==> src/rtl/keypad_scanner.sv <==
// Matrix keypad scanner: one-hot row drive, per-key debounce,
// small key FIFO with pop handshake, overflow flag and IRQ pulse.
module keypad_scanner #(
  parameter int ROWS       = 4,
  parameter int COLS       = 3,
  parameter int SCAN_DIV   = 22727,
  parameter int DEBOUNCE   = 3,
  parameter int FIFO_DEPTH = 4,
  parameter int IRQ_CYCLES = 3,
  localparam int KW        = $clog2(ROWS*COLS),
  localparam int CW        = $clog2(FIFO_DEPTH+1)
) (
  input  logic            clk,
  input  logic            reset,
  input  logic [COLS-1:0] col_in,
  output logic [ROWS-1:0] row_out,
  input  logic            pop,
  output logic [KW-1:0]   key_code,
  output logic            key_valid,
  output logic [CW-1:0]   key_count,
  output logic            interrupt,
  output logic            overflow
);

  localparam int RW  = $clog2(ROWS);
  localparam int CLW = $clog2(COLS);
  localparam int DW  = $clog2(SCAN_DIV);
  localparam int PW  = $clog2(FIFO_DEPTH);
  localparam int IW  = $clog2(IRQ_CYCLES+1);

  typedef enum logic [1:0] {
    S_SCAN,
    S_DEB_PRESS,
    S_HELD,
    S_DEB_REL
  } state_t;

  state_t          r_state;
  state_t          w_state_nxt;
  logic [DW-1:0]   r_div;
  logic            w_tick;
  logic [RW-1:0]   r_row;
  logic [RW-1:0]   w_row_nxt;
  logic [RW-1:0]   w_row_inc;
  logic [CLW-1:0]  r_col;
  logic [CLW-1:0]  w_col_nxt;
  logic [CLW-1:0]  w_low;
  logic            w_any;
  logic [3:0]      r_cnt;
  logic [3:0]      w_cnt_nxt;
  logic [3:0]      w_cnt_inc;
  logic            w_push;
  logic [KW-1:0]   w_push_code;
  logic [KW-1:0]   w_code_held;
  logic [KW-1:0]   w_code_new;

  logic [KW-1:0]   r_mem [FIFO_DEPTH];
  logic [PW-1:0]   r_wptr;
  logic [PW-1:0]   r_rptr;
  logic [PW-1:0]   w_rptr_nxt;
  logic [CW-1:0]   r_count;
  logic [CW-1:0]   w_count_nxt;
  logic            w_full;
  logic            w_empty;
  logic            w_do_pop;
  logic            w_do_push;
  logic            w_drop;
  logic [KW-1:0]   r_key_code;
  logic [KW-1:0]   w_head_nxt;
  logic            r_ovf;
  logic [IW-1:0]   r_irq;

  function automatic logic [CLW-1:0] f_lowest(
    input logic [COLS-1:0] v
  );
    logic [CLW-1:0] idx;
    idx = '0;
    for (int i = COLS-1; i >= 0; i--) begin
      if (v[i]) idx = CLW'(i);
    end
    return idx;
  endfunction

  // Scan-tick divider: strobe on the last count, then wrap.
  always_ff @(posedge clk) begin
    if (reset) r_div <= '0;
    else if (w_tick) r_div <= '0;
    else r_div <= r_div + DW'(1);
  end

  assign w_tick = (r_div == DW'(SCAN_DIV-1));

  // Column decode and key-code arithmetic.
  always_comb begin
    w_any       = |col_in;
    w_low       = f_lowest(col_in);
    w_row_inc   = (r_row == RW'(ROWS-1)) ? '0 : r_row + RW'(1);
    w_cnt_inc   = r_cnt + 4'd1;
    w_code_held = KW'(int'(r_row) * COLS + int'(r_col));
    w_code_new  = KW'(int'(r_row) * COLS + int'(w_low));
  end

  // Scan/debounce state register.
  always_ff @(posedge clk) begin
    if (reset) begin
      r_state <= S_SCAN;
      r_row   <= '0;
      r_col   <= '0;
      r_cnt   <= '0;
    end else begin
      r_state <= w_state_nxt;
      r_row   <= w_row_nxt;
      r_col   <= w_col_nxt;
      r_cnt   <= w_cnt_nxt;
    end
  end

  // Next-state logic; everything moves only on a scan tick.
  always_comb begin
    w_state_nxt = r_state;
    w_row_nxt   = r_row;
    w_col_nxt   = r_col;
    w_cnt_nxt   = r_cnt;
    w_push      = 1'b0;
    w_push_code = w_code_held;
    if (w_tick) begin
      unique case (r_state)
        S_SCAN: begin
          if (w_any) begin
            w_col_nxt = w_low;
            w_cnt_nxt = 4'd1;
            if (DEBOUNCE == 1) begin
              w_push      = 1'b1;
              w_push_code = w_code_new;
              w_state_nxt = S_HELD;
            end else begin
              w_state_nxt = S_DEB_PRESS;
            end
          end else begin
            w_row_nxt = w_row_inc;
          end
        end
        S_DEB_PRESS: begin
          if (w_any && (w_low == r_col)) begin
            w_cnt_nxt = w_cnt_inc;
            if (w_cnt_inc == 4'(DEBOUNCE)) begin
              w_push      = 1'b1;
              w_state_nxt = S_HELD;
            end
          end else begin
            w_cnt_nxt   = '0;
            w_row_nxt   = w_row_inc;
            w_state_nxt = S_SCAN;
          end
        end
        S_HELD: begin
          if (!w_any) begin
            if (DEBOUNCE == 1) begin
              w_cnt_nxt   = '0;
              w_row_nxt   = w_row_inc;
              w_state_nxt = S_SCAN;
            end else begin
              w_cnt_nxt   = 4'd1;
              w_state_nxt = S_DEB_REL;
            end
          end
        end
        S_DEB_REL: begin
          if (!w_any) begin
            w_cnt_nxt = w_cnt_inc;
            if (w_cnt_inc == 4'(DEBOUNCE)) begin
              w_row_nxt   = w_row_inc;
              w_state_nxt = S_SCAN;
            end
          end else begin
            w_state_nxt = S_HELD;
          end
        end
        default: begin
          w_state_nxt = S_SCAN;
        end
      endcase
    end
  end

  // One-hot row drive from the row index.
  always_comb begin
    row_out        = '0;
    row_out[r_row] = 1'b1;
  end

  // FIFO control: full+push+pop does both, empty ignores pop.
  always_comb begin
    w_full      = (r_count == CW'(FIFO_DEPTH));
    w_empty     = (r_count == '0);
    w_do_pop    = pop & ~w_empty;
    w_do_push   = w_push & (~w_full | w_do_pop);
    w_drop      = w_push & w_full & ~w_do_pop;
    w_rptr_nxt  = w_do_pop ? r_rptr + PW'(1) : r_rptr;
    w_count_nxt = r_count + CW'(w_do_push) - CW'(w_do_pop);
    if (w_count_nxt == '0)
      w_head_nxt = '0;
    else if (w_do_push && (w_count_nxt == CW'(1)))
      w_head_nxt = w_push_code;
    else
      w_head_nxt = r_mem[w_rptr_nxt];
  end

  // Key storage; contents are qualified by the count.
  always_ff @(posedge clk) begin
    if (w_do_push) r_mem[r_wptr] <= w_push_code;
  end

  // Pointers, occupancy, registered head and sticky overflow.
  always_ff @(posedge clk) begin
    if (reset) begin
      r_wptr     <= '0;
      r_rptr     <= '0;
      r_count    <= '0;
      r_key_code <= '0;
      r_ovf      <= 1'b0;
    end else begin
      if (w_do_push) r_wptr <= r_wptr + PW'(1);
      r_rptr     <= w_rptr_nxt;
      r_count    <= w_count_nxt;
      r_key_code <= w_head_nxt;
      if (w_drop) r_ovf <= 1'b1;
    end
  end

  // Interrupt pulse counter, reloaded by every accepted key.
  always_ff @(posedge clk) begin
    if (reset) r_irq <= '0;
    else if (w_do_push) r_irq <= IW'(IRQ_CYCLES);
    else if (r_irq != '0) r_irq <= r_irq - IW'(1);
  end

  assign key_code  = r_key_code;
  assign key_valid = (r_count != '0);
  assign key_count = r_count;
  assign interrupt = (r_irq != '0);
  assign overflow  = r_ovf;

endmodule

==> config.mk <==
export PLATFORM = sky130hd
export DESIGN_NAME = keypad_scanner
export DESIGN_NICKNAME = d
export VERILOG_FILES = /design/src/rtl/keypad_scanner.sv
export SDC_FILE = /design/constraint.sdc
export NUM_CORES = 1
export LEC_CHECK = 0
export BUFFER_PORTS_ARGS = -buffer_cell sky130_fd_sc_hd__buf_2
export CAP_MARGIN = 20
export CELL_PAD_IN_SITES_DETAIL_PLACEMENT = 1
export CELL_PAD_IN_SITES_GLOBAL_PLACEMENT = 1
export CORE_ASPECT_RATIO = 0.5
export CORE_MARGIN = 3
export CORE_UTILIZATION = 35
export CTS_CLUSTER_DIAMETER = 60
export CTS_CLUSTER_SIZE = 25
export DETAILED_ROUTE_END_ITERATION = 10
export PLACE_DENSITY = 0.67
export SKIP_CTS_REPAIR_TIMING = 1
export SYNTH_ARGS = -nofsm -noshare
export SYNTH_HDL_FRONTEND = slang
export SYNTH_SLANG_ARGS = --single-unit
==> constraint.sdc <==
create_clock -name clk -period 12.6 [get_ports clk]
set_input_delay 3.15 -clock clk [delete_from_list [all_inputs] [get_ports clk]]
set_output_delay 3.15 -clock clk [all_outputs]
set_load 0.03 [all_outputs]
# After elaboration in Yosys (flattened, before gate mapping)
# Memory sizes are Yosys's and may differ from the RTL's.
# Cells that the tools add are included.
[word_totals]
ff_bits = 39
ramBits = 16
input_bits = 6
wordCells = 99
n_memories = 1
[classes]
n_addsub = 9
multipliers = 1
n_lt_le_gt_ge = 2
eq_ne = 17
muxes = 33
bitwise_logic = 8
n_reduce_logical = 17
[memory_table]
columns = ["name", "words", "word_bits", "rd", "rd_ports_with_merged_regs", "wr", "line_no", "text"]
rows = [
  ["r_mem", 4, 4, 1, 0, 1, "57", "logic [KW-1:0] r_mem [FIFO_DEPTH];"],
]
[op_table]
columns = ["operator", "n"]
rows = [
  ["2-bit 2-to-1 mux", 17],
  ["4-bit 2-to-1 mux", 5],
  ["4-bit one-hot mux with 4 select lines", 1],
  ["15-bit by 1-bit adder with 15-bit output (second input constant)", 1],
  ["15-bit == test (second input constant)", 1],
  ["2-bit inequality test (second input constant)", 6],
  ["2-bit one-hot mux with 4 select lines", 1],
  ["1-bit 2-to-1 mux", 7],
  ["2-bit by 1-bit adder with 2-bit output (second input constant)", 3],
  ["2-bit == test (second input constant)", 3],
  ["3-bit logical NOT", 2],
  ["3-bit inequality test (second input constant)", 2],
  ["2-bit one-hot mux with 3 select lines", 1],
  ["6-bit AND reduction", 1],
  ["3-bit nonzero test", 2],
  ["5-bit AND reduction", 1],
  ["4-bit by 1-bit adder with 4-bit output (second input constant)", 1],
  ["4-bit by 3-bit adder with 4-bit output", 1],
  ["1-bit bitwise AND", 4],
  ["4-bit by 2-bit == test with 1-bit output (second input constant)", 1],
  ["2-bit by 2-bit multiplier with 4-bit output (second input constant)", 1],
  ["4-bit AND reduction", 1],
  ["2-bit nonzero test", 2],
  ["2-bit OR reduction", 2],
  ["other kinds (16)", 20],
]

# Logic depth before layout (Yosys ltp)
# Gate-level depths: netlist (run 1).
[depth]
ltp_word = 14
mapped_depth = 18

# Worst setup path before layout (run 1)
# No wires, ideal clock.
[synth_timing]
path_type = "input -> register"
from = "input port col_in[1]"
to = "register r_key_code[0] (netlist: key_code[0])"
setup_time_ps = 122
t_arrival_ps = 6406
setup_slack_ps = 6073
path_stages = 14
n_path_buf = 1
cell_sequence = "or2_1 -> or3_1 -> a21oi_1 -> or4b_4 -> buf_2 -> ha_1 -> inv_1 -> ha_1 -> fa_1 -> xnor2_1 -> xnor2_1 -> or4_1 -> o21ai_1 -> a21oi_1"
[synth_via]
elab_chain_cells = 13
word_cells_on_any_way = 16
[synth_lines]
columns = ["element", "line_no", "text"]
rows = [
  ["from (decl)", "15", "input logic [COLS-1:0] col_in,"],
  ["2-bit 2-to-1 mux (2 in series)", "79", "if (v[i]) idx = CLW'(i);"],
  ["2-bit == test", "144", "if (w_any && (w_low == r_col)) begin"],
  ["1-bit logical AND (*)", "144", ""],
  ["1-bit 2-to-1 mux (*)", "144", ""],
  ["1-bit 2-to-1 mux (*)", "127", "unique case (r_state)"],
  ["1-bit 2-to-1 mux (*)", "126", "if (w_tick) begin"],
  ["1-bit bitwise AND (*)", "197", "w_do_push = w_push & (~w_full | w_do_pop);"],
  ["3-bit by 1-bit adder with 3-bit output", "200", "w_count_nxt = r_count + CW'(w_do_push) - CW'(w_do_pop);"],
  ["3-bit by 1-bit subtractor with 3-bit output", "200", ""],
  ["3-bit by 1-bit == test with 1-bit output", "203", "else if (w_do_push && (w_count_nxt == CW'(1)))"],
  ["1-bit logical AND", "203", ""],
  ["4-bit 2-to-1 mux", "203", ""],
  ["to (signal assigned)", "226", "r_key_code <= w_head_nxt;"],
  ["to (decl)", "68", "logic [KW-1:0] r_key_code;"],
]
# Every way passes the cells marked *; elsewhere a longest branch is shown, timed or not.
# A chain may end at the register's enable or synchronous reset.

# Worst setup path in the final report (run 1)
# Same ends and word-level chain as after synthesis.

==> results.tsv, run 1 <==
stage	metric	value	unit
timing	Setup TNS Final	0	ns
run_status	status	completed	
placement	routability cong.	0.7868	
timing	Hold Vio Cnt, Final	0	
finish	commonest cells after routing, fill and taps aside	39 x dfxtp_1, 38 x nor2_1, 24 x inv_1, 24 x nand3_1	
timing	RSZ-0062 raised after global routing	false	
min_path	HP Class	flop to flop	
finish	layout cell share with drive strength beyond 1	0.1173	
routing	Iteration-0 DRC Markers	39	
setup_path	reg2reg path depth	14	
logic_synthesis	Yosys reg bits	55	
setup_path	WS Path Type	input pin to flop	
clock_network	CTS tree	done	
timing	Pins Over Slew Limit	0	
clock_network	Clock transition at path regs	0.07	ns
setup_path	critical path data arrival time	6.84	ns
logic_synthesis	Synth Warn #	0	
logic_synthesis	synth unique cells	49	
setup_path	Max FO, Critical Path	13	
clock_network	Max Buffers Root-to-Sink	2	
routing	drt drc	0	
timing	fin crit share	0.5256	
timing	hold slack	0.4992	ns
routing	vias per cell	5.109	
routing	final WL	6436	um
clock_network	H-tree levels	2	
die	Rows	22	
logic_synthesis	Synth async-reset ratio	0	
die	chip height	70.02	um
finish	most common cell after layout, fill and taps aside	dfxtp_1	
setup_path	FF-to-FF End	key_code[0]	
logic_synthesis	EDFF count, synth	16	
die	DIE AREA	9385	um^2
setup_path	CP Capture Type	flop	
timing	max_slew headroom	0.5763	
setup_path	Startpoint Class	input pin	
logic_synthesis	Post-synth top flop	dfxtp_1	
placement	HPWL after DPL	4945	um
timing	Max Clk Rate	151.0	MHz
setup_path	Crit path top cell by count	a21oi_1	
setup_path	Critical Path Start	col_in[1]	
pwr	Power per Cell Area	157.3	nW/um^2
clock_network	CTS buffer count	5	
global_route	initial antenna violation count	0	
logic_synthesis	syn nets	334	
logic_synthesis	Mean Syn Cell Area	9.315	um^2
routing	Pre-antenna DRT Iters	4	
finish	P&R area growth vs syn	12.12	%
global_route	GR Util All Layers	0.1435	
placement	Port Buffers	19	
clock_network	CTS Sinks	55	
job	Max Cap Viol	0	
finish	post-layout net count	349	
timing	Setup Skew	0.006948	ns
setup_path	slowest CP cell	or4b_4	
setup_path	reg-to-reg startpoint	r_div[3]	
global_route	vias in the first global route	2305	
routing	post-DR wirelength/cell	14.90	um
finish	Final Util	0.4219	
clock_network	clk root buf	clkbuf_16	
logic_synthesis	Cell Area, Synth	2869	um^2
global_route	global route overflow	0	
timing	Setup-failing EPs final	0	
timing	Slew @ Worst Pin	0.6267	ns
timing	min cycle time layout	6.623	ns
die	die span in x	134.0	um
routing	post-route ant nets	0	
setup_path	CP Data Required Time	12.82	ns
pwr	VDD IR max	0.05593	mV
setup_path	r2r setup slk	8.43	ns
die	Core Area	7625	um^2
pwr	Static Leakage	1.196	nW
logic_synthesis	post-synthesis sequential area ratio	0.4396	
global_route	first-pass GRT wire length	10870	um
setup_path	Critical Path End	key_code[0]	
clock_network	worst skew pair latency	0.30	ns
logic_synthesis	Syn Inst Count	308	
finish	n_diodes	0	
setup_path	crit-path cells	buf_2 -> or2_1 -> or3_1 -> a21oi_1 -> or4b_4 -> ha_1 -> inv_1 -> ha_1 -> fa_1 -> xnor2_1 -> xnor2_1 -> nor2_1 -> a21oi_1 -> o21ai_1 -> a21oi_1	
pwr	total power	0.5060	mW
die	starting density of the core	0.3763	
die	# IOs	20	
setup_path	Max stage delay on crit path	0.62	ns
routing	vias	2207	
global_route	largest net degree at the start of global routing	23	
==> per-stage QoR <==
| stage | cell area, um^2 | instances | worst slack, ns |
|---|---|---|---|
| 2_1_floorplan | 2869 | 308 | 6.073 |
| 5_1_grt | 3217 | 432 | 5.647 |
| 6_report | 3217 | 432 | 5.977 |
| 3_3_place_gp | 3049 | 424 | 5.901 |
| 3_5_place_dp | 3049 | 424 | 5.670 |
| 4_1_cts | 3217 | 432 | 5.961 |
==> cell families (layout without fill, tap and decap cells) <==
| kind of cell | after synthesis | after routing | share of synthesized area |
|---|---|---|---|
| AOI/OAI and AO/OA | 48 | 48 | 0.1012 |
| and+or+nand+nor | 124 | 124 | 0.2320 |
| DFF | 55 | 55 | 0.4396 |
| muxes | 8 | 8 | 0.02835 |
| xor gates and xnor gates | 18 | 18 | 0.05495 |
| buffers and inverters | 35 | 51 | 0.04884 |
| adders and majority gates | 20 | 20 | 0.09507 |
==> cell type report <==
cell class	instances	area [um^2]
fill	894	4408
multi-input combinational	218	1468
sequential	55	1261
tap	108	135.1
clock buffer	6	128.9
timing repair buffer	19	95.09
inverter	24	90.09
clock inverter	2	38.79
==> synthesized netlist by cell type (2+ instances only) <==
| master | number | share of area |
|---|---|---|
| ha_1 | 17 | 0.074 |
| a21oi_1 | 19 | 0.033 |
| nor2_1 | 38 | 0.050 |
| a31oi_1 | 3 | 0.0065 |
| a22oi_1 | 2 | 0.0052 |
| nor4_2 | 2 | 0.0087 |
| dfxtp_1 | 39 | 0.27 |
| or4_1 | 2 | 0.0052 |
| o21ai_0 | 8 | 0.014 |
| o21ai_1 | 5 | 0.0087 |
| xor2_1 | 12 | 0.037 |
| clkbuf_1 | 9 | 0.012 |
| a211oi_1 | 2 | 0.0052 |
| nand2_1 | 19 | 0.025 |
| nand4_1 | 6 | 0.013 |
| o211ai_1 | 4 | 0.010 |
| nand3_1 | 24 | 0.042 |
| edfxtp_1 | 16 | 0.17 |
| or3_1 | 4 | 0.0087 |
| xnor2_1 | 6 | 0.018 |
| or4b_4 | 2 | 0.0096 |
| inv_1 | 24 | 0.031 |
| nor2b_1 | 6 | 0.013 |
| nor3_1 | 5 | 0.0087 |
| mux2i_1 | 7 | 0.024 |
| and3_1 | 2 | 0.0044 |
| fa_1 | 3 | 0.021 |
==> power by group <==
group | total [mW] | internal, mW | switching (mW) | leakage [nW]
combinational | 0.140 | 0.0487 | 0.0918 | 0.616
sequential | 0.207 | 0.192 | 0.0150 | 0.499
clock | 0.158 | 0.0947 | 0.0638 | 0.0815
==> worst max-delay path, delay by kind of cell <==
kind / cells / cell delay, ns
xor+xnor: 2 / 0.39
fa+ha+maj: 3 / 0.87
compound gates: 4 / 0.89
simple gates: 4 / 1.38
buf+inv: 2 / 0.16
==> state kept, by name, summed over array words and instances, names as in the netlist <==
register   cells
r_mem         16
r_rptr         2
overflow       1
key_code       4
r_cnt          4
r_col          2
r_div         15
key_count      3
r_state        2
r_row          2
r_irq          2
r_wptr         2
==> how the worst min path moves through the flow <==
| stage | cells past startpoint | endpoint | start | slack (ns) |
|---|---|---|---|---|
| global placement | 2 | r_wptr[1] | r_wptr[1] | 0.48 |
| floorplan | 2 | r_wptr[1] | r_wptr[1] | 0.46 |
| global route | 2 | r_wptr[1] | r_wptr[1] | 0.55 |
| finish | 2 | r_wptr[1] | r_wptr[1] | 0.50 |
| detailed placement | 2 | r_wptr[1] | r_wptr[1] | 0.49 |
| CTS | 2 | r_wptr[1] | r_wptr[1] | 0.50 |
==> routing by layer <==
metal | vias up | global-route usage | share of wire
met5 | - | 0 | 0
met2 | 22 | 0.2487 | 0.49
met1 | 1063 | 0.1723 | 0.46
met3 | 16 | 0.03165 | 0.023
met4 | 0 | 0.06208 | 0.026
li1 | 1106 | - | -
No activity file was read; power rests on OpenSTA's default activity.
==> run 2, diff against run 1 <==
--- a/config.mk
+++ b/config.mk
@@ -5,6 +5,7 @@
 export SDC_FILE = /design/constraint.sdc
 export NUM_CORES = 1
 export LEC_CHECK = 0
+export ABC_AREA = 1
 export BUFFER_PORTS_ARGS = -buffer_cell sky130_fd_sc_hd__buf_2
 export CAP_MARGIN = 20
 export CELL_PAD_IN_SITES_DETAIL_PLACEMENT = 1
@@ -15,7 +16,7 @@
 export CTS_CLUSTER_DIAMETER = 60
 export CTS_CLUSTER_SIZE = 25
 export DETAILED_ROUTE_END_ITERATION = 10
-export PLACE_DENSITY = 0.67
+export PLACE_DENSITY = 0.7
 export SKIP_CTS_REPAIR_TIMING = 1
 export SYNTH_ARGS = -nofsm -noshare
 export SYNTH_HDL_FRONTEND = slang
==> constraint.sdc (replaced) <==
create_clock -name clk -period 6.3 [get_ports clk]
set_input_delay 1.575 -clock clk [delete_from_list [all_inputs] [get_ports clk]]
set_output_delay 1.575 -clock clk [all_outputs]
set_load 0.03 [all_outputs]
==> run 2 against run 1 <==
Cell area up 4.4%. Area after synthesis up 4.1%. Sequential cell count unchanged. Core utilization down 0.94 points. Non-clock buffer count unchanged. First-iteration DRC count up 150%. Clock skew down 0.0014 ns. Synthesized cell count up 27%. Clock power up 83%. Largest cell class unchanged.
==> results.tsv, run 2 <==
stage	metric	value	unit	change
run_status	status	completed		unchanged
clock_network	H-tree levels	2		unchanged
finish	design area	3359	um^2	was 3217 um^2
setup_path	Critical Path End	key_code[0]		unchanged
global_route	first-pass GRT wire length	11760	um	was 10,870 um
setup_path	reg2reg path depth	18		was 14
setup_path	CP Data Required Time	6.50	ns	was 12.82 ns
pwr	Static Leakage	1.452	nW	was 1.196 nW
finish	n_diodes	0		unchanged
clock_network	Clock transition at path regs	0.07	ns	about the same
setup_path	r2r setup slk	3.05	ns	was 8.43 ns
routing	final WL	6729	um	was 6436 um
global_route	initial antenna violation count	0		unchanged
die	starting density of the core	0.3666		was 0.3763
logic_synthesis	Mean Syn Cell Area	7.655	um^2	was 9.315 um^2
logic_synthesis	post-synthesis sequential area ratio	0.4225		was 0.4396
timing	min cycle time layout	4.003	ns	
die	Core Area	8144	um^2	was 7625 um^2
job	Max Cap Viol	0		unchanged
die	DIE AREA	9741	um^2	was 9385 um^2
global_route	vias in the first global route	2645		was 2,305
finish	P&R area growth vs syn	12.53	%	was 12.12%
logic_synthesis	Post-synth top flop	dfxtp_1		unchanged
clock_network	CTS tree	done		unchanged
clock_network	CTS Sinks	55		unchanged
global_route	global route overflow	0		unchanged
timing	fin crit share	0.6353		
setup_path	critical path data arrival time	4.20	ns	was 6.84 ns
finish	max reg flops	16		unchanged
finish	commonest cells after routing, fill and taps aside	81 x nand2_1, 64 x inv_1, 50 x nor2_1		was 39 x dfxtp_1, 38 x nor2_1, 24 x inv_1, 24 x nand3_1
logic_synthesis	count leader, synth	nand2_1		was dfxtp_1
placement	HPWL after DPL	5385	um	was 4945 um
routing	vias	2507		was 2,207
setup_path	Critical Path Start	col_in[1]		unchanged
finish	post-layout net count	439		was 349
timing	Setup-failing EPs final	0		unchanged
setup_path	reg-to-reg startpoint	r_cnt[1]		was r_div[3]
placement	area post-placement	3204	um^2	was 3049 um^2
timing	Setup Skew	0.005597	ns	was 0.006948 ns
routing	Pre-antenna DRT Iters	4		unchanged
logic_synthesis	Cell Area, Synth	2985	um^2	was 2869 um^2
pwr	total power	1.035	mW	was 0.5060 mW
finish	Largest Register	r_mem		unchanged
placement	Port Buffers	19		unchanged
routing	Iteration-0 DRC Markers	96		was 39
routing	post-route ant nets	0		unchanged
routing	post-DR wirelength/cell	12.79	um	was 14.90 um
timing	Setup TNS Final	0	ns	unchanged
finish	Fillers	1011		was 894
finish	layout cell share with drive strength beyond 1	0.1329		was 0.1173
finish	most common cell after layout, fill and taps aside	nand2_1		was dfxtp_1
setup_path	CP Capture Type	flop		unchanged
global_route	GR Util All Layers	0.1514		was 0.1435
timing	max_slew headroom	0.6357		was 0.5763
setup_path	Max FO, Critical Path	10		was 13
timing	Pins Over Slew Limit	0		unchanged
logic_synthesis	top cell type's share of synthesized area	0.2615		was 0.2721
pwr	VDD IR max	0.1171	mV	was 0.05593 mV
logic_synthesis	Synth async-reset ratio	0		unchanged
logic_synthesis	Synth Warn #	0		unchanged
timing	Hold Vio Cnt, Final	0		unchanged
clock_network	Max Buffers Root-to-Sink	2		unchanged
min_path	HP Class	flop to flop		unchanged
die	# IOs	20		unchanged
clock_network	clk root buf	clkbuf_16		unchanged
logic_synthesis	Commonest cells post-synth	81 x nand2_1, 64 x inv_1, 50 x nor2_1		was 39 x dfxtp_1, 38 x nor2_1, 24 x inv_1, 24 x nand3_1
die	Rows	23		was 22
logic_synthesis	synth unique cells	35		was 49
setup_path	FF-to-FF End	key_code[0]		unchanged
logic_synthesis	Syn Inst Count	390		was 308
placement	routability cong.	0.7951		was 0.7868
logic_synthesis	EDFF count, synth	16		unchanged
timing	RSZ-0062 raised after global routing	false		unchanged
die	chip height	71.31	um	was 70.02 um
clock_network	CTS buffer count	5		unchanged
pwr	Power per Cell Area	308.1	nW/um^2	was 157.3 nW/um^2
routing	drt drc	0		unchanged
logic_synthesis	Yosys reg bits	55		unchanged
logic_synthesis	ranking of synthesized cells by area	dfxtp_1 26%, edfxtp_1 16%, nand2_1 10%		was dfxtp_1 27%, edfxtp_1 17%, ha_1 7.4%
routing	vias per cell	4.766		was 5.109
finish	registers with the most flip-flops	r_mem x16, r_div x15		unchanged
setup_path	Startpoint Class	input pin		unchanged
die	die span in x	136.6	um	was 134.0 um
logic_synthesis	cell taking the most area after synthesis	dfxtp_1		unchanged
setup_path	WS Path Type	input pin to flop		unchanged
timing	Slew @ Worst Pin	0.5451	ns	was 0.6267 ns
clock_network	worst skew pair latency	0.30	ns	about the same
global_route	largest net degree at the start of global routing	18		was 23
logic_synthesis	syn nets	416		was 334
timing	Max Clk Rate	249.8	MHz	
[run 2: per-stage QoR]
step                      hold WS [ns]  instances    util  setup WS [ns]
final                           0.4524        526  0.4125          2.297
after global routing            0.4855        526  0.4125          1.990
after detailed placement        0.4453        518  0.3935          2.023
after global placement          0.4397        518  0.3935          2.182
after CTS                       0.4567        526  0.4125          2.322
after floorplan                 0.4297        390       -          2.469
[run 2: layer usage]
layer	up-vias	part of all wire	GRT usage	routed length, um
met5	-	0	0	0
met4	0	0.010	0.03799	70
met3	7	0.020	0.03927	133
met2	6	0.51	0.2808	3464
met1	1208	0.45	0.1750	3060
li1	1286	-	-	-
[run 2: cell type report]
class | count | area [um^2] | area share
multi-input combinational | 262 | 1445 | 0.4302
clock inverter | 2 | 16.27 | 0.004842
clock buffer | 6 | 138.9 | 0.04134
sequential | 55 | 1261 | 0.3754
inverter | 70 | 262.8 | 0.07821
timing repair buffer | 19 | 95.09 | 0.02831
tap | 112 | 140.1 | 0.04171
[run 2: worst max-delay path, stage by stage]
cell and delay [ns]:
buf_2 0.13, nor2_1 0.10, nand2_1 0.07, nand2_1 0.12, nand3_4 0.13, nor2_4 0.16, nand2_4 0.11, ha_1 0.29
inv_1 0.04, ha_1 0.18, fa_1 0.47, inv_1 0.10, nand2_1 0.06, nor2_1 0.27, nand4_1 0.19, nor2_1 0.15
nor2_1 0.06
[run 2: worst min path at each step]
| stage | endpoint | start | cells past startpoint | slack (ns) |
|---|---|---|---|---|
| 6_report | overflow | overflow | 2 | 0.45 |
| 3_3_place_gp | overflow | overflow | 2 | 0.44 |
| 3_5_place_dp | overflow | overflow | 2 | 0.45 |
| 5_1_grt | overflow | overflow | 2 | 0.49 |
| 4_1_cts | overflow | overflow | 2 | 0.46 |
| 2_1_floorplan | r_div[0] | r_div[0] | 1 | 0.43 |
[run 2: kinds of logic (layout without fill, tap and decap cells)]
group,Yosys count,in the layout,share of synthesized area
buf+inv,73,97,0.09346
fa+ha+maj,20,20,0.09137
compound gates,48,48,0.08718
xor+xnor,1,1,0.002934
simple gates,193,193,0.3026
flops,55,55,0.4225
[run 2: where the power goes]
group | switching (mW) | internal, mW | leakage [nW]
clock | 0.130 | 0.159 | 0.0731
sequential | 0.0207 | 0.393 | 0.503
combinational | 0.233 | 0.0994 | 0.876
==> run 3, diff against run 2 <==
--- a/config.mk
+++ b/config.mk
@@ -16,7 +16,7 @@
 export CTS_CLUSTER_DIAMETER = 60
 export CTS_CLUSTER_SIZE = 25
 export DETAILED_ROUTE_END_ITERATION = 10
-export PLACE_DENSITY = 0.7
+export PLACE_DENSITY = 0.72
 export SKIP_CTS_REPAIR_TIMING = 1
 export SYNTH_ARGS = -nofsm -noshare
 export SYNTH_HDL_FRONTEND = slang
==> constraint.sdc (replaced) <==
create_clock -name clk -period 3.5 [get_ports clk]
set_input_delay 0.875 -clock clk [delete_from_list [all_inputs] [get_ports clk]]
set_output_delay 0.875 -clock clk [all_outputs]
set_load 0.03 [all_outputs]
==> run 3 against run 2 <==
First-iteration DRC count is 18% lower. Critical endpoint unchanged. Non-clock buffer count is 2 higher. Via count is 1.8% lower.
==> results.tsv, run 3 (synthesis gave the netlist of run 2 again) <==
stage	metric	value	unit	change
finish	commonest cells after routing, fill and taps aside	81 x nand2_1, 64 x inv_1, 50 x nor2_1		unchanged
pwr	Clk pwr share	0.271		was 0.279
timing	Setup Skew	0.006851	ns	was 0.005597 ns
global_route	global route overflow	0		unchanged
timing	Hold Vio Cnt, Final	0		unchanged
die	chip height	71.31	um	unchanged
routing	drt drc	0		unchanged
routing	Pre-antenna DRT Iters	4		unchanged
clock_network	CTS buffer count	5		unchanged
finish	register area	1261	um^2	unchanged
clock_network	CTS tree	done		unchanged
routing	vias per cell	4.665		was 4.766
timing	Setup-failing EPs final	0		unchanged
global_route	largest net degree at the start of global routing	19		was 18
timing	Slew @ Worst Pin	0.5277	ns	was 0.5451 ns
pwr	Int Power	1.156	mW	was 0.6513 mW
clock_network	Max Buffers Root-to-Sink	2		unchanged
die	Rows	23		unchanged
routing	post-route ant nets	0		unchanged
routing	Iteration-0 DRC Markers	79		was 96
pwr	P_sw	0.6812	mW	was 0.3836 mW
timing	min cycle time layout	3.252	ns	
placement	routability cong.	0.8051		was 0.7951
finish	Final Util	0.4134		was 0.4125
clock_network	worst skew pair latency	0.30	ns	about the same
job	Max Cap Viol	0		unchanged
timing	final worst setup slack	0.2479	ns	was 2.297 ns
setup_path	Crit path top cell by count	nand2_1		was nor2_1
die	Core Area	8144	um^2	unchanged
finish	n_diodes	0		unchanged
finish	layout cell share with drive strength beyond 1	0.1370		was 0.1329
routing	post-DR wirelength/cell	12.55	um	was 12.79 um
timing	RSZ-0062 raised after global routing	false		unchanged
pwr	Power per Cell Area	545.6	nW/um^2	was 308.1 nW/um^2
setup_path	Max stage delay on crit path	0.46	ns	was 0.47 ns
placement	Port Buffers	19		unchanged
routing	vias	2463		was 2,507
setup_path	critical path data arrival time	3.48	ns	was 4.20 ns
die	starting density of the core	0.3666		unchanged
timing	hold slack	0.4541	ns	was 0.4524 ns
setup_path	WS Path Type	input pin to flop		unchanged
timing	Max Clk Rate	307.5	MHz	
timing	fin crit share	0.9292		
die	DIE AREA	9741	um^2	unchanged
setup_path	Max FO, Critical Path	5		was 10
finish	fin cells	528		was 526
finish	max reg flops	16		unchanged
min_path	HP Class	flop to flop		unchanged
clock_network	CTS Sinks	55		unchanged
setup_path	slowest CP cell	fa_1		unchanged
pwr	Static Leakage	1.462	nW	was 1.452 nW
pwr	Comb pwr share	0.325		was 0.321
global_route	vias in the first global route	2514		was 2,645
finish	Fillers	1049		was 1,011
run_status	status	completed		unchanged
finish	registers with the most flip-flops	r_mem x16, r_div x15		unchanged
timing	Pins Over Slew Limit	0		unchanged
die	# IOs	20		unchanged
setup_path	Startpoint Class	input pin		unchanged
finish	area occupied by multi-input gates	1445	um^2	unchanged
global_route	initial antenna violation count	0		unchanged
clock_network	H-tree levels	2		unchanged
setup_path	CP Capture Type	flop		unchanged
setup_path	CP Data Required Time	3.73	ns	was 6.50 ns
placement	# placed instances	520		was 518
routing	final WL	6626	um	was 6729 um
die	die span in x	136.6	um	unchanged
clock_network	clk root buf	clkbuf_16		unchanged
global_route	GR Util All Layers	0.1479		was 0.1514
clock_network	Clock transition at path regs	0.07	ns	about the same
pwr	VDD IR max	0.2115	mV	was 0.1171 mV
finish	most common cell after layout, fill and taps aside	nand2_1		unchanged
setup_path	crit-path cells	buf_2 -> nor2_1 -> nand2_1 -> nand2_1 -> nand3_4 -> nor2_4 -> nand2_4 -> ha_1 -> inv_1 -> ha_1 -> fa_1 -> inv_1 -> nand2_1 -> nor2_1 -> nand4_1 -> nand2_1 -> nand2_1 -> nor2_1		was buf_2 -> nor2_1 -> nand2_1 -> nand2_1 -> nand3_4 -> nor2_4 -> nand2_4 -> ha_1 -> inv_1 -> ha_1 -> fa_1 -> inv_1 -> nand2_1 -> nor2_1 -> nand4_1 -> nor2_1 -> nor2_1
pwr	Flop pwr share	0.404		was 0.400
placement	Place WS	-0.04294	ns	was 2.023 ns
timing	max_slew headroom	0.6474		was 0.6357
finish	Largest Register	r_mem		unchanged
finish	P&R area growth vs syn	12.78	%	was 12.53%
placement	HPWL after DPL	5221	um	was 5385 um
finish	post-layout net count	441		was 439
global_route	first-pass GRT wire length	11530	um	was 11,760 um
pwr	total power	1.837	mW	was 1.035 mW
pwr	Sw Ratio	0.3708		was 0.3707
-- run 3: changes by cell type in the layout (fill, tap and decap cells not counted), sizes merged --
cell,delta
buf,+2
inv,+1
clkinv,+1
clkinvlp,-1
clkbuf,-1
-- run 3: layout make-up --
class | count | area share
well taps | 112 | 0.04162
repair buffers | 21 | 0.03270
clock buffers | 5 | 0.03716
multi-input cells | 262 | 0.4292
flip-flops and latches | 55 | 0.3746
inverters | 70 | 0.07804
clock inverters | 3 | 0.006689
-- run 3: critical path: cells and delay by family --
family	cells	cell delay [ns]
adder cells (fa/ha/maj)	3	0.92
buffers and inverters	3	0.25
AND/OR/NAND/NOR	12	1.44
-- run 3: per-stage QoR --
step / cell area (um^2) / setup TNS [ns]
after floorplan: 2985 / 0
after global placement: 3219 / 0
after detailed placement: 3219 / -0.06921
after CTS: 3367 / 0
after global routing: 3367 / 0
final: 3367 / 0
-- run 3: final timing paths --
kind             start          end  slack (ns)  depth (start not counted)
min reg2reg   overflow     overflow        0.45                          2
max reg2reg   r_cnt[1]  key_code[0]        0.33                         19
min           overflow     overflow        0.45                          2
max          col_in[1]  key_code[0]        0.25                         18
-- run 3: power by group through the flow --
stage,Combinational [mW],Clock [mW],Sequential [mW]
2_1_floorplan,0.384,0,0.822
3_3_place_gp,0.579,0,0.759
3_5_place_dp,0.600,0,0.758
4_1_cts,0.606,0.517,0.744
5_1_grt,0.680,0.541,0.751
6_report,0.597,0.498,0.742
-- run 3: routing by layer --
metal / GRT usage / vias up / routed length (um)
li1: - / 1283 / -
met5: 0 / - / 0
met3: 0.03647 / 4 / 157
met4: 0.04022 / 0 / 37
met2: 0.2644 / 13 / 3296
met1: 0.1788 / 1163 / 3134
